--- src/rtl/axis_upsizer_pkg.sv ---
// axis_upsizer shared types and widths.
// Narrow lane type plus the power-of-two ratio helper.
package axis_upsizer_pkg;

  localparam int AXIS_NARROW_BITS = 64;
  localparam int AXI_DATA_BITS    = 512;

  typedef logic [AXIS_NARROW_BITS-1:0] narrow_t;

  function automatic bit is_pow2(input int v);
    return (v >= 2) && ((v & (v - 1)) == 0);
  endfunction

endpackage

--- src/rtl/axis_upsizer_if.sv ---
// AXI4-Stream bundle without tlast/tkeep.
// Modport m drives data, modport s consumes it.
interface axis_upsizer_if #(
  parameter int DATA_BITS = 64
) ();

  logic [DATA_BITS-1:0] tdata;
  logic                 tvalid;
  logic                 tready;

  modport m (
    output tdata,
    output tvalid,
    input  tready
  );

  modport s (
    input  tdata,
    input  tvalid,
    output tready
  );

endinterface

--- src/rtl/axis_upsizer.sv ---
// Packs RATIO narrow AXI4S beats into one wide beat.
// Flush emits a zero-padded partial word.
module axis_upsizer
  import axis_upsizer_pkg::*;
#(
  parameter  int S_BITS = AXIS_NARROW_BITS,
  parameter  int M_BITS = AXI_DATA_BITS,
  localparam int RATIO  = M_BITS / S_BITS,
  localparam int CW     = $clog2(RATIO)
) (
  input  logic          aclk,
  input  logic          aresetn,
  axis_upsizer_if.s     s_axis,
  axis_upsizer_if.m     m_axis,
  input  logic          flush,
  output logic          flush_ack,
  output logic [CW-1:0] fill_cnt
);

  if (!is_pow2(RATIO) || (M_BITS % S_BITS) != 0)
  begin : g_bad_ratio
    $error("axis_upsizer: bad width ratio");
  end

  localparam logic [CW-1:0] LAST = CW'(RATIO - 1);

  logic [CW-1:0]     fill_q, fill_d;
  logic [S_BITS-1:0] pack_q [RATIO-1];
  logic [S_BITS-1:0] pack_d [RATIO-1];
  logic [M_BITS-1:0] data_q, data_d;
  logic              vld_q, vld_d;
  logic              ack_q, ack_d;

  logic              free;
  logic              last;
  logic              s_rdy;
  logic              s_hs;
  logic              emit;
  logic [M_BITS-1:0] word;

  assign free  = !vld_q || m_axis.tready;
  assign last  = (fill_q == LAST);
  assign s_rdy = !last || free;
  assign s_hs  = s_axis.tvalid && s_rdy;

  assign s_axis.tready = s_rdy;
  assign m_axis.tvalid = vld_q;
  assign m_axis.tdata  = data_q;
  assign flush_ack     = ack_q;
  assign fill_cnt      = fill_q;

  always_comb begin
    word   = '0;
    pack_d = pack_q;
    fill_d = fill_q;
    vld_d  = vld_q && !m_axis.tready;
    data_d = data_q;
    ack_d  = flush && free;
    emit   = (s_hs && last) ||
             (flush && free && (s_hs || fill_q != '0));

    for (int i = 0; i < RATIO - 1; i++) begin
      if (CW'(i) < fill_q)
        word[i*S_BITS +: S_BITS] = pack_q[i];
    end
    if (s_hs)
      word[fill_q*S_BITS +: S_BITS] = s_axis.tdata;

    if (s_hs && !last)
      pack_d[fill_q] = s_axis.tdata;

    if (emit) begin
      fill_d = '0;
      vld_d  = 1'b1;
      data_d = word;
    end else if (s_hs) begin
      fill_d = fill_q + CW'(1);
    end
  end

  always_ff @(posedge aclk or negedge aresetn) begin
    if (!aresetn) begin
      fill_q <= '0;
      data_q <= '0;
      vld_q  <= 1'b0;
      ack_q  <= 1'b0;
      for (int i = 0; i < RATIO - 1; i++)
        pack_q[i] <= '0;
    end else begin
      fill_q <= fill_d;
      data_q <= data_d;
      vld_q  <= vld_d;
      ack_q  <= ack_d;
      pack_q <= pack_d;
    end
  end

endmodule

--- src/flat_wrapper.sv ---
// flat-port wrapper written by rule: the top's interface ports become plain ports
module axis_upsizer_flat import axis_upsizer_pkg::*;
#(
  parameter  int S_BITS = AXIS_NARROW_BITS,
  parameter  int M_BITS = AXI_DATA_BITS,
  localparam int RATIO  = M_BITS / S_BITS,
  localparam int CW     = $clog2(RATIO)
)
  (aclk, aresetn, flush, flush_ack, fill_cnt, s_axis_tdata, s_axis_tvalid, s_axis_tready, m_axis_tdata, m_axis_tvalid, m_axis_tready);
  axis_upsizer_if #(.DATA_BITS(64)) s_axis_i ();
  axis_upsizer_if #(.DATA_BITS(512)) m_axis_i ();
  input  logic aclk;
  input  logic aresetn;
  input  logic flush;
  output logic flush_ack;
  output logic [CW-1:0] fill_cnt;
  input wire logic [$bits(s_axis_i.tdata)-1:0] s_axis_tdata;
  input wire logic [$bits(s_axis_i.tvalid)-1:0] s_axis_tvalid;
  output wire logic [$bits(s_axis_i.tready)-1:0] s_axis_tready;
  output wire logic [$bits(m_axis_i.tdata)-1:0] m_axis_tdata;
  output wire logic [$bits(m_axis_i.tvalid)-1:0] m_axis_tvalid;
  input wire logic [$bits(m_axis_i.tready)-1:0] m_axis_tready;
  assign s_axis_i.tdata = s_axis_tdata;
  assign s_axis_i.tvalid = s_axis_tvalid;
  assign s_axis_tready = s_axis_i.tready;
  assign m_axis_tdata = m_axis_i.tdata;
  assign m_axis_tvalid = m_axis_i.tvalid;
  assign m_axis_i.tready = m_axis_tready;
  axis_upsizer #(.S_BITS(S_BITS), .M_BITS(M_BITS)) u_core (.aclk(aclk), .aresetn(aresetn), .s_axis(s_axis_i), .m_axis(m_axis_i), .flush(flush), .flush_ack(flush_ack), .fill_cnt(fill_cnt));
endmodule
--- config.mk ---
export PLATFORM = sky130hd
export DESIGN_NAME = axis_upsizer_flat
export DESIGN_NICKNAME = d
export VERILOG_FILES = /design/src/rtl/axis_upsizer_pkg.sv /design/src/rtl/axis_upsizer_if.sv /design/src/rtl/axis_upsizer.sv /design/src/flat_wrapper.sv
export SDC_FILE = /design/constraint.sdc
export NUM_CORES = 1
export LEC_CHECK = 0
export CAP_MARGIN = 20
export CORE_MARGIN = 2
export CORE_UTILIZATION = 54
export DETAILED_ROUTE_END_ITERATION = 16
export GPL_TIMING_DRIVEN = 0
export HOLD_SLACK_MARGIN = 0.06
export PLACE_DENSITY = 0.83
export SETUP_SLACK_MARGIN = 0.05
export SLEW_MARGIN = 40
export SYNTH_ARGS = -nofsm -noshare
export SYNTH_HDL_FRONTEND = slang
export SYNTH_SLANG_ARGS = --single-unit
--- constraint.sdc ---
create_clock -name aclk -period 3.1 [get_ports aclk]
set_clock_uncertainty 0.05 [all_clocks]
set_input_delay 0.62 -clock aclk [delete_from_list [all_inputs] [get_ports aclk]]
set_output_delay 0.62 -clock aclk [all_outputs]
set_load 0.1 [all_outputs]
# --- Word-level counts from Yosys, hierarchy flattened ---
# Index checks and enable logic that the tools add are counted.
word_totals:
  ff_bits: 965
  in_bits: 69
  out_inout_bits: 518
  wordCells: 57
op_classes:
  n_addsub: 2
  order_cmp: 9
  eq_ne: 1
  shifts: 2
  n_mux: 15
  bitwise: 1
  n_reduce_logical: 16
ops:
  columns: ["cell", "n"]
  rows:
  - ["$bwmux W512", 1]
  - ["$mux W512", 1]
  - ["$mux W64", 8]
  - ["$shift A64 B34 Y512 const A", 1]
  - ["$shiftx A64 B34 Y512", 1]
  - ["$bwmux W448", 1]
  - ["$demux W64 S3", 1]
  - ["$neg A9 Y34", 1]
  - ["$lt A3 B3 Y1 const A", 3]
  - ["$logic_and A1 B1 Y1", 7]
  - ["$lt A1 B3 Y1 const A", 2]
  - ["$lt A2 B3 Y1 const A", 2]
  - ["$mux W3", 2]
  - ["$ge A4 B4 Y1 const B", 1]
  - ["$logic_or A1 B1 Y1", 4]
  - ["$lt A4 B1 Y1 const B", 1]
  - ["$not A3 Y4", 1]
  - ["$add A3 B1 Y3 const B", 1]
  - ["$eq A3 B3 Y1 const B", 1]
  - ["$logic_not A1 Y1", 3]
  - ["$reduce_bool A3 Y1", 1]
  - ["$reduce_bool A2 Y1", 1]
  - ["$mux W1", 1]

# --- Logic depth before layout (Yosys ltp) ---
logic_depth:
  depth_word: 8
  mapped_depth: 12
  ltp_nobuf: 7

# --- Least setup slack after synthesis ---
# Ideal clock, no wire load.
synth_path:
  path_type: "reg-to-reg"
  from: "reg u_core.fill_q[0] (netlist: u_core.fill_cnt[0])"
  to: "reg u_core.data_q[384] (netlist: u_core.m_axis.tdata[384])"
  setup_ns: 0.069
  arrival_ns: 3.372
  t_required_ns: 2.981
  path_slack_ns: -0.391
  path_stages_with_launch: 11
  n_path_buf: 3
  period_less_slack_ns: 3.491
  cell_sequence: "dfrtp_1 -> buf_2 -> inv_1 -> ha_1 -> ha_1 -> nand2b_1 -> buf_2 -> nor2_2 -> a2111oi_4 -> buf_6 -> a221o_1"
synth_between:
  elab_chain_cells: 7
  word_cells_on_any_way: 16
  classes_between: "add/sub (1); order compare (1); eq/ne (1); shift (2); mux (3); reduce/logical (8)"
synth_lines:
  columns: ["item", "line_no", "text"]
  rows:
  - ["from (decl)", "axis_upsizer.sv:27", "logic [CW-1:0] fill_q, fill_d;"]
  - ["from (signal assigned)", "axis_upsizer.sv:90", "fill_q <= fill_d;"]
  - ["branches (longest 7 deep; another with $neg A9 Y34)", null, null]
  - ["to (signal assigned)", "axis_upsizer.sv:91", "data_q <= data_d;"]
  - ["to (decl)", "axis_upsizer.sv:30", "logic [M_BITS-1:0] data_q, data_d;"]
# Parallel ways; which one is timed is not known.
# A chain may end at the register's enable or synchronous reset.

# --- Worst setup path after layout ---
layout_path:
  from: "reg u_core.fill_q[0] (netlist: u_core.fill_cnt[0])"
  to: "reg u_core.data_q[177] (netlist: u_core.m_axis.tdata[177])"
# Same word-level chain as after synthesis.

==> impl_metrics.toml <==
[route]
firstDrtPassIters = 6
wirelength_mm = 140
drcViolationCount = 0
wire_per_inst_um = 30.4
via_per_inst = 6.57
postRouteAntennaNets = 0
num_vias = 30200
detailedRoute.firstIterationViolations = 3091

[clock_network]
root_buffer = "clkbuf_16"
htreeDepth = 3
clk_pin_slew_worst_paths_ns = 0.06
cts_sinks = 965
cts_inserted_buffers = 97
clk_latency_ns = 0.66
cts_tree = "built"
cts_buffer_depth = 3

[synthesis]
syn_nets = 2892
ys_warn_count = 0
synth.yosys.seq_area_share_pct = 61.4
ys_top_cells_by_area = "dfrtp_1, mux2_2, a221o_1, and3_1, clkbuf_1"
synth_largest_area_cell = "dfrtp_1"
ys_ff_latch = 965
synth_edf_count = 0
syn_area_per_cell_um2 = 14.0
yosysUniqueCellTypes = 48
ys.flop_type = "dfrtp_1"
netlist_area_mm2 = 0.0393
synthArstFlopShare_pct = 100
synth_cells = 2816
post-synth-top-area-fraction_pct = 61.4

[hold_path]
hold_class = "reg -> reg"

[critical_path]
worst-path-buf-inv = 6
cp_cell_sequence = "buf_6, inv_2, ha_1, ha_1, and2b_4, o211ai_1, buf_4, buf_4, a211oi_4, buf_6, clkbuf_2, a221o_1"
crit_path_end_kind = "flop"
path_delay_family = "buffers and inverters"
crit_fanout = 10
crit_arrival_ns = 3.59
slowest_stage = "dfrtp_4"
crit_path_max_incr_delay_ns = 0.46
required_ns = 3.63
path_class = "reg -> reg"
crit_path_start_kind = "flop"

[global_routing]
grt_max_degree = 113
antenna_found_initial = 5
grt_pass1_vias = 30000
gr-total-overflow = 0
grt_pass1_wl_mm = 201
track_usage_pct = 36.6

[placed_design]
hpwl_mm = 96.2
portBuffers = 586
post-place-cells = 4389
globalplace.congestion = 0.893

[sta]
max_freq_mhz = 328
period_share_pct = 98.5
whs_ns = 0.442
slew_headroom_pct = 43.5
worstMarginPinSlew_ns = 0.847
rsz0062_at_grt = "true"
hold_viol = 0
setup_violations = 0
drv_slew = 0
period_needed_ns = 3.05

[finish]
nets = 3642
mostFrequentLayoutCells = "dfrtp_1, buf_2, mux2_2"
layout_commonest_cell = "dfrtp_1"
area_growth_pct = 23.4
final_cells = 4597
drive_above_1_share_pct = 39.8
fillers = 5136

[die]
fp-row-count = 98
dieWidth_um = 274
ios = 587
initial_core_util_pct = 54.7
coreArea_mm2 = 0.0719
die_h_um = 274
die_area_mm2 = 0.0750

[pwr]
power_mw = 47.4
p_per_area_mw_per_mm2 = 977
power_leakage_nw = 25.3
ir_drop_mv = 0.794

[outcome]
status = "finished clean"

[job]
cap_violations = 0
[per-layer routing]
| metal | wire length (µm) | part of all wire [%] | GRT usage [%] | vias to the layer above |
|---|---|---|---|---|
| met2 | 63500 | 46 | 55.4 | 1880 |
| li1 | - | - | - | 12200 |
| met3 | 14300 | 10 | 9.76 | 403 |
| met4 | 9050 | 6.5 | 21.5 | 0 |
| met5 | 0 | 0 | 0 | - |
| met1 | 52700 | 38 | 47.9 | 15700 |
[repair_timing]
| action | 4_1_cts | 5_1_grt |
|---|---|---|
| endpoints found under the setup margin | 513 | 602 |
| setup buffers | 19 | 6 |
| cloned | 0 | 2 |
| gates resized for setup | 140 | 57 |
| endpoints found under the hold margin | 34 | 0 |
| pin swaps | 12 | 6 |
| hold buffers | 2 | 0 |
[registers in the layout, indices dropped and copies added (netlist names)]
register / count
u_core.m_axis.tvalid: 1
u_core.m_axis.tdata: 512
u_core.flush_ack: 1
u_core.pack_q: 448
u_core.fill_cnt: 3
[kinds of logic after synthesis]
kind of cell / share of synthesized area [%]
flip-flops: 61.4
AND/OR/NAND/NOR: 8.37
AO/OA/AOI/OAI: 13.5
multiplexers: 12.9
buffers and inverters: 3.71
adder cells (fa/ha/maj): 0.223
[worst reg2reg max path, cell delays in order, from the launching register on]
cell	delay, ns
dfrtp_4	0.46
buf_6	0.17
inv_2	0.08
ha_1	0.23
ha_1	0.22
and2b_4	0.32
o211ai_1	0.16
buf_4	0.20
buf_4	0.13
a211oi_4	0.23
buf_6	0.24
clkbuf_2	0.30
a221o_1	0.20
[metrics by stage]
| step | area (µm²) | util, % | setup TNS [ns] | setup slack (ns) |
|---|---|---|---|---|
| final | 48500 | 67.5 | 0 | 0.0469 |
| after global routing | 48500 | 67.5 | -0.286 | -0.0229 |
| after CTS | 48300 | 67.3 | 0 | 0.0241 |
| after detailed placement | 44400 | 61.8 | -390.13 | -1.03 |
| after global placement | 46400 | 64.6 | - | -48.22 |
| after floorplan | 39300 | - | 0 | 0.0635 |
[synthesized netlist by cell type, types with 21 or more instances]
cell type	instances
a22o_1	66
clkbuf_1	182
dfrtp_1	965
a221oi_2	28
mux2_2	420
a221o_1	384
buf_6	21
buf_2	96
and3_1	317
nor2_1	133
a221oi_1	36
and2_1	65
mux2_1	29
[layout make-up]
cell class / count / area (µm²) / share of cell area, %
flip-flops and latches: 965 / 24200 / 49.8
multi-input cells: 1542 / 13900 / 28.7
repair buffers: 652 / 4120 / 8.49
clock buffers: 144 / 2950 / 6.07
plain buffers: 304 / 1730 / 3.57
well taps: 950 / 1190 / 2.45
clock inverters: 34 / 458 / 0.944
inverters: 4 / 15.0 / 0.0309
diodes: 2 / 5.00 / 0.0103
[final timing paths]
kind                                     from  depth (start not counted)  slack (ns)                  endpoint
min                         u_core.pack_q[66]                          1        0.44  u_core.m_axis.tdata[322]
max reg2reg                u_core.fill_cnt[0]                         12        0.05  u_core.m_axis.tdata[177]
max                        u_core.fill_cnt[0]                         12        0.05  u_core.m_axis.tdata[177]
max in group asynchronous             aresetn                          7        0.49        u_core.fill_cnt[0]
min reg2reg                 u_core.pack_q[66]                          1        0.44  u_core.m_axis.tdata[322]
min in group asynchronous             aresetn                          3        0.54        u_core.pack_q[152]
[report_power, final]
group	switching [mW]	internal (mW)
Sequential	2.23	16.3
Combinational	12.1	4.26
Clock	5.12	7.35
(Power assumes the default switching activity.)
